==> src/rtl/iterative_alu.sv <==
// iterative_alu: clocked ALU; shift and mask ops advance one bit position per clock.
// Define ALU_ROTATE_EN to make ROL (8) and ROR (9) legal; otherwise they decode as illegal.
module iterative_alu #(
  parameter  int W   = 8,
  parameter  int OPS = 4,
  localparam int SHW = $clog2(W)
) (
  input  logic           Clk,
  input  logic           Reset_n,
  input  logic           Start,
  input  logic [W-1:0]   InputA,
  input  logic [W-1:0]   InputB,
  input  logic [4:0]     Immediate,
  input  logic [OPS-1:0] OP,
  input  logic           SC_in,
  output logic           Busy,
  output logic           Done,
  output logic [W-1:0]   Out,
  output logic           Carry,
  output logic           Err,
  output logic           Zero,
  output logic           Parity,
  output logic           Odd
);

  localparam logic [OPS-1:0] OP_ADD = OPS'(0);
  localparam logic [OPS-1:0] OP_LSL = OPS'(1);
  localparam logic [OPS-1:0] OP_LSR = OPS'(2);
  localparam logic [OPS-1:0] OP_XOR = OPS'(3);
  localparam logic [OPS-1:0] OP_SNE = OPS'(4);
  localparam logic [OPS-1:0] OP_SEQ = OPS'(5);
  localparam logic [OPS-1:0] OP_MSK = OPS'(6);
  localparam logic [OPS-1:0] OP_ADC = OPS'(7);
`ifdef ALU_ROTATE_EN
  localparam logic [OPS-1:0] OP_ROL = OPS'(8);
  localparam logic [OPS-1:0] OP_ROR = OPS'(9);
`endif

  typedef enum logic [1:0] {
    S_IDLE,
    S_RUN,
    S_DONE
  } state_e;

  state_e         state_q, state_d;
  logic [OPS-1:0] op_q,    op_d;
  logic [W-1:0]   work_q,  work_d;
  logic [W-1:0]   b_q,     b_d;
  logic [4:0]     imm_q,   imm_d;
  logic           sc_q,    sc_d;
  logic [SHW-1:0] cnt_q,   cnt_d;
  logic           shout_q, shout_d;
  logic [W-1:0]   out_q,   out_d;
  logic           carry_q, carry_d;
  logic           err_q,   err_d;
  logic           busy_q,  busy_d;
  logic           done_q,  done_d;

  logic [W-1:0]   imm_ext;
  logic [W:0]     sum;

  // Number of single-bit steps an opcode needs before it can commit.
  function automatic logic [SHW-1:0] shift_amount(input logic [OPS-1:0] op,
                                                  input logic [4:0]     imm,
                                                  input logic [W-1:0]   b);
    shift_amount = '0;
    case (op)
      OP_LSL, OP_LSR: shift_amount = imm[SHW-1:0];
`ifdef ALU_ROTATE_EN
      OP_ROL, OP_ROR: shift_amount = imm[SHW-1:0];
`endif
      OP_MSK:         shift_amount = b[SHW-1:0];
      default:        shift_amount = '0;
    endcase
  endfunction

  assign imm_ext = {{(W-5){1'b0}}, imm_q};
  assign sum     = (op_q == OP_ADC) ? ({1'b0, work_q} + {1'b0, b_q} + {{W{1'b0}}, sc_q})
                                    : ({1'b0, work_q} + {1'b0, imm_ext});

  always_comb begin
    // NOTE: every variable gets a default first so no path leaves it unassigned (no latches).
    state_d = state_q;
    op_d    = op_q;
    work_d  = work_q;
    b_d     = b_q;
    imm_d   = imm_q;
    sc_d    = sc_q;
    cnt_d   = cnt_q;
    shout_d = shout_q;
    out_d   = out_q;
    carry_d = carry_q;
    err_d   = err_q;

    case (state_q)
      S_IDLE, S_DONE: begin
        if (Start) begin
          op_d    = OP;
          // MSK walks a single one up from bit 0 rather than shifting operand A.
          work_d  = (OP == OP_MSK) ? W'(1) : InputA;
          b_d     = InputB;
          imm_d   = Immediate;
          sc_d    = SC_in;
          cnt_d   = shift_amount(OP, Immediate, InputB);
          shout_d = 1'b0;
          state_d = S_RUN;
        end else begin
          state_d = S_IDLE;
        end
      end

      S_RUN: begin
        if (cnt_q != '0) begin
          cnt_d = cnt_q - SHW'(1);
          case (op_q)
            OP_LSL, OP_MSK: begin
              shout_d = work_q[W-1];
              work_d  = {work_q[W-2:0], 1'b0};
            end
            OP_LSR: begin
              shout_d = work_q[0];
              work_d  = {1'b0, work_q[W-1:1]};
            end
`ifdef ALU_ROTATE_EN
            OP_ROL: begin
              shout_d = work_q[W-1];
              work_d  = {work_q[W-2:0], work_q[W-1]};
            end
            OP_ROR: begin
              shout_d = work_q[0];
              work_d  = {work_q[0], work_q[W-1:1]};
            end
`endif
            default: begin
              shout_d = shout_q;
              work_d  = work_q;
            end
          endcase
        end else begin
          out_d   = '0;
          carry_d = 1'b0;
          err_d   = 1'b0;
          case (op_q)
            OP_ADD, OP_ADC: {carry_d, out_d} = sum;
            OP_XOR:         out_d = work_q ^ b_q;
            OP_SNE:         out_d = (work_q != imm_ext) ? W'(1) : '0;
            OP_SEQ:         out_d = (work_q == imm_ext) ? W'(1) : '0;
            OP_LSL, OP_LSR: begin
              out_d   = work_q;
              carry_d = shout_q;
            end
`ifdef ALU_ROTATE_EN
            OP_ROL, OP_ROR: begin
              out_d   = work_q;
              carry_d = shout_q;
            end
`endif
            OP_MSK:         out_d = work_q;
            default:        err_d = 1'b1;
          endcase
          state_d = S_DONE;
        end
      end

      default: state_d = S_IDLE;
    endcase

    busy_d = (state_d == S_RUN);
    done_d = (state_d == S_DONE);
  end

  // NOTE: sequential state uses non-blocking assignments so all flops update together.
  always_ff @(posedge Clk or negedge Reset_n) begin
    if (!Reset_n) begin
      state_q <= S_IDLE;
      op_q    <= '0;
      work_q  <= '0;
      b_q     <= '0;
      imm_q   <= '0;
      sc_q    <= 1'b0;
      cnt_q   <= '0;
      shout_q <= 1'b0;
      out_q   <= '0;
      carry_q <= 1'b0;
      err_q   <= 1'b0;
      busy_q  <= 1'b0;
      done_q  <= 1'b0;
    end else begin
      state_q <= state_d;
      op_q    <= op_d;
      work_q  <= work_d;
      b_q     <= b_d;
      imm_q   <= imm_d;
      sc_q    <= sc_d;
      cnt_q   <= cnt_d;
      shout_q <= shout_d;
      out_q   <= out_d;
      carry_q <= carry_d;
      err_q   <= err_d;
      busy_q  <= busy_d;
      done_q  <= done_d;
    end
  end

  assign Busy   = busy_q;
  assign Done   = done_q;
  assign Out    = out_q;
  assign Carry  = carry_q;
  assign Err    = err_q;
  assign Zero   = ~|out_q;
  assign Parity = ^out_q;
  assign Odd    = out_q[0];

endmodule

==> config.mk <==
export PLATFORM = sky130hd
export DESIGN_NAME = iterative_alu
export DESIGN_NICKNAME = d
export VERILOG_FILES = /design/src/rtl/iterative_alu.sv
export SDC_FILE = /design/constraint.sdc
export NUM_CORES = 1
export LEC_CHECK = 0
export ABC_AREA = 0
export CAP_MARGIN = 0
export CORE_MARGIN = 1.5
export CORE_UTILIZATION = 50
export CTS_CLUSTER_SIZE = 24
export DETAILED_ROUTE_END_ITERATION = 8
export PLACE_DENSITY_LB_ADDON = 0.08
export SETUP_SLACK_MARGIN = 0.02
export SYNTH_ARGS = -nofsm -noshare
export SYNTH_HDL_FRONTEND = slang
export SYNTH_SLANG_ARGS = --single-unit
==> constraint.sdc <==
create_clock -name Clk -period 2.6 [get_ports Clk]
set_clock_uncertainty 0.05 [all_clocks]
set_input_delay 0.52 -clock Clk [delete_from_list [all_inputs] [get_ports Clk]]
set_output_delay 0.52 -clock Clk [all_outputs]
set_load 0.02 [all_outputs]
==> run metrics <==
Min Hold Slack around 110 ps; CP endpoint kind register; core area 0.00585 mm^2; Area growth syn-to-layout 20.8%; remaining global-route overflow 0; CP Class register to register; Max Cap Viol 0; Slew Viols, Final 0; layout cells sized above 1 0.0887; period utilization 0.924; Critical R2R Capture Out[4]$_DFFE_PN0P_; Initial Util 0.512; YS warnings 0; Mapped Cells about 360; worst r2r src work_q[0]$_DFFE_PN0P_; Final nets 456; final-report hold violation count 0; CP required 2730 ps; wire length on met1 3390 um; register bit total from synthesis 44; CP max FO 7; P_leak about 1.6 nW; Sum Neg Setup Slack 0 ps; root buffer cell clkbuf_8; DRT Wirelength roughly 7200 um; WL met3 ~310 um; IO Pins 44; PwrDens around 1400 mW/mm^2; critical path launch point type register; unrepaired setup endpoints after global routing false; Net Count, Synth slightly above 400; Slew @ Worst Pin 528 ps; number of synthesized flops with an enable pin 0; Vias/cell approximately 5.5; worst skew pair latency around 300 ps; IO buf count 43; worst r2r path cells 10; Rel. slew slack 0.646; initial antenna violation count 0; chip height 80.4 um; largest net degree at the start of global routing 25; Sequential cell area 0.00110 mm^2; routed len/inst 15.0 um; final setup vio count 0; mapped cell area approximately 0.0030 mm^2; crit path time final 2400 ps; total track usage 0.247; DP HPWL 5550 um; Avg Cell Area, Syn 8.37 um^2; Seq/Total Area, Yosys 0.367; CP arrival 2530 ps; post-route ant nets 0; final-layout fill cell count 541; footprint of the multi-input gates 0.00172 mm^2; Setup Fix Bufs, Post-CTS 0; clock sink count 44; Netlist cell types 53; Min-Delay Path Class input pin to asynchronous set/reset pin; Inserted Clock Buffers 5; asr flop ratio synth 1.00; initial drt markers 203; TritonRoute pass-1 iters 6; CTS tree done; Row Count 28; top sig layer met4; number of diodes 0; number of global-route vias before repair 2623; CTS max path bufs 2; via count ~2600; met2 wire len around 3400 um; first-pass GRT wire length about 12000 um; status finished, final reports clean; Max Clock Freq 416 MHz; CTS H-Tree Depth 2; DRC viols 0; Worst-path clk slew 90 ps; Most used DFF post-synth dfrtp_1; final RePlAce weighted congestion 0.876; VDD IR max 787 uV; r2r setup slk 200 ps; die area 0.00647 mm^2; die width 80.4 um
[how the worst max path moves through the flow]
stage	end	slack (ps)	from	depth (start not counted)
final	Out[4]$_DFFE_PN0P_	200	work_q[0]$_DFFE_PN0P_	10
after floorplan	Out[1]$_DFFE_PN0P_	420	work_q[0]$_DFFE_PN0P_	7
after CTS	Carry$_DFFE_PN0P_	190	work_q[0]$_DFFE_PN0P_	10
after global placement	Carry$_DFFE_PN0P_	290	work_q[0]$_DFFE_PN0P_	10
after global routing	Carry$_DFFE_PN0P_	40	work_q[0]$_DFFE_PN0P_	10
after detailed placement	Carry$_DFFE_PN0P_	220	work_q[0]$_DFFE_PN0P_	10
[per-stage QoR]
stage | setup slack [ps] | power [mW] | utilization | std cells | instance area [um^2]
3_3_place_gp | 287 | 4.68 | 0.603 | 473 | 3530
6_report | 199 | 5.20 | 0.619 | 481 | 3620
3_5_place_dp | 223 | 4.76 | 0.603 | 473 | 3530
4_1_cts | 195 | 5.21 | 0.619 | 481 | 3620
2_1_floorplan | 417 | 3.79 | - | 358 | 3000
5_1_grt | 43.5 | 5.68 | 0.619 | 481 | 3620
[critical path, stage by stage, from the launching register on]
cell      delay (ps)
dfrtp_2          470
inv_1            100
fa_1             200
inv_1             60
fa_1             380
a21oi_1          210
nor2b_1           60
o21ai_0          190
xnor2_1           90
a222oi_1         350
o21ai_0          120
[flip-flops by register name, indices dropped and copies added, names as in the netlist]
name     cells
work_q       8
Out          8
shout_q      1
Done         1
sc_q         1
b_q          8
Err          1
op_q         4
Carry        1
Busy         1
cnt_q        3
imm_q        5
state_q      2
[kinds of logic after synthesis]
family	Yosys count	share of synthesized area
AOI/OAI and AO/OA	87	0.187
xor gates and xnor gates	13	0.0380
adders and majority gates	22	0.0993
buffers and inverters	38	0.0593
DFF	44	0.367
muxes	9	0.0309
and+or+nand+nor	145	0.219
[power by group]
part	internal, mW	total, mW	switching (mW)
logic	1.51	3.39	1.89
registers	1.01	1.35	0.334
clock network	0.216	0.456	0.240
[Yosys cell counts, drive strengths merged (4+ instances only)]
cell / count / share of area
nor2: 29 / 0.038
xnor2: 6 / 0.018
nor2b: 6 / 0.013
o21ai: 22 / 0.037
nand2b: 6 / 0.013
nand2: 85 / 0.11
clkbuf: 6 / 0.0075
ha: 19 / 0.079
buf: 12 / 0.027
nand3: 4 / 0.0067
dfrtp: 44 / 0.37
a21oi: 32 / 0.060
o21a: 6 / 0.015
mux2i: 7 / 0.023
xor2: 7 / 0.020
inv: 19 / 0.024
[cells in the final DEF, fill, tap and decap left out, drive strengths merged, types with 2 or more instances in the layout]
| master | count |
|---|---|
| a21o | 2 |
| nor3b | 3 |
| ha | 19 |
| a31oi | 3 |
| a211oi | 3 |
| fa | 3 |
| a21oi | 32 |
| o21a | 6 |
| inv | 19 |
| nor2b | 6 |
| nand2 | 85 |
| a221oi | 3 |
| o21ai | 22 |
| xnor2 | 6 |
| clkdlybuf4s50 | 41 |
| o211ai | 2 |
| o221ai | 3 |
| mux2i | 7 |
| nand2b | 6 |
| clkbuf | 7 |
| xor2 | 7 |
| nor3 | 3 |
| buf | 16 |
| a222oi | 3 |
| nand3 | 4 |
| nor4 | 3 |
| dfrtp | 44 |
| mux2 | 2 |
| nor2 | 29 |
[layout make-up]
type	instances	area share
Clock buffer	7	0.0238
Multi-Input combinational cell	276	0.475
Inverter	20	0.0207
Sequential cell	44	0.304
Tap cell	75	0.0259
Clock inverter	1	0.00207
Timing Repair Buffer	58	0.148
[per-layer routing]
layer | vias up | global-route usage
met2 | 78 | 0.413
met5 | - | 0
met1 | 1243 | 0.331
met3 | 11 | 0.0318
met4 | 0 | 0.0741
li1 | 1316 | -
[timing repair]
item | in CTS | in global routing
gates resized for setup | 1 | 1
hold buffers | 0 | 0
endpoints found under the setup margin | 1 | 1
Note: power is estimated with default switching activity, not from simulation.
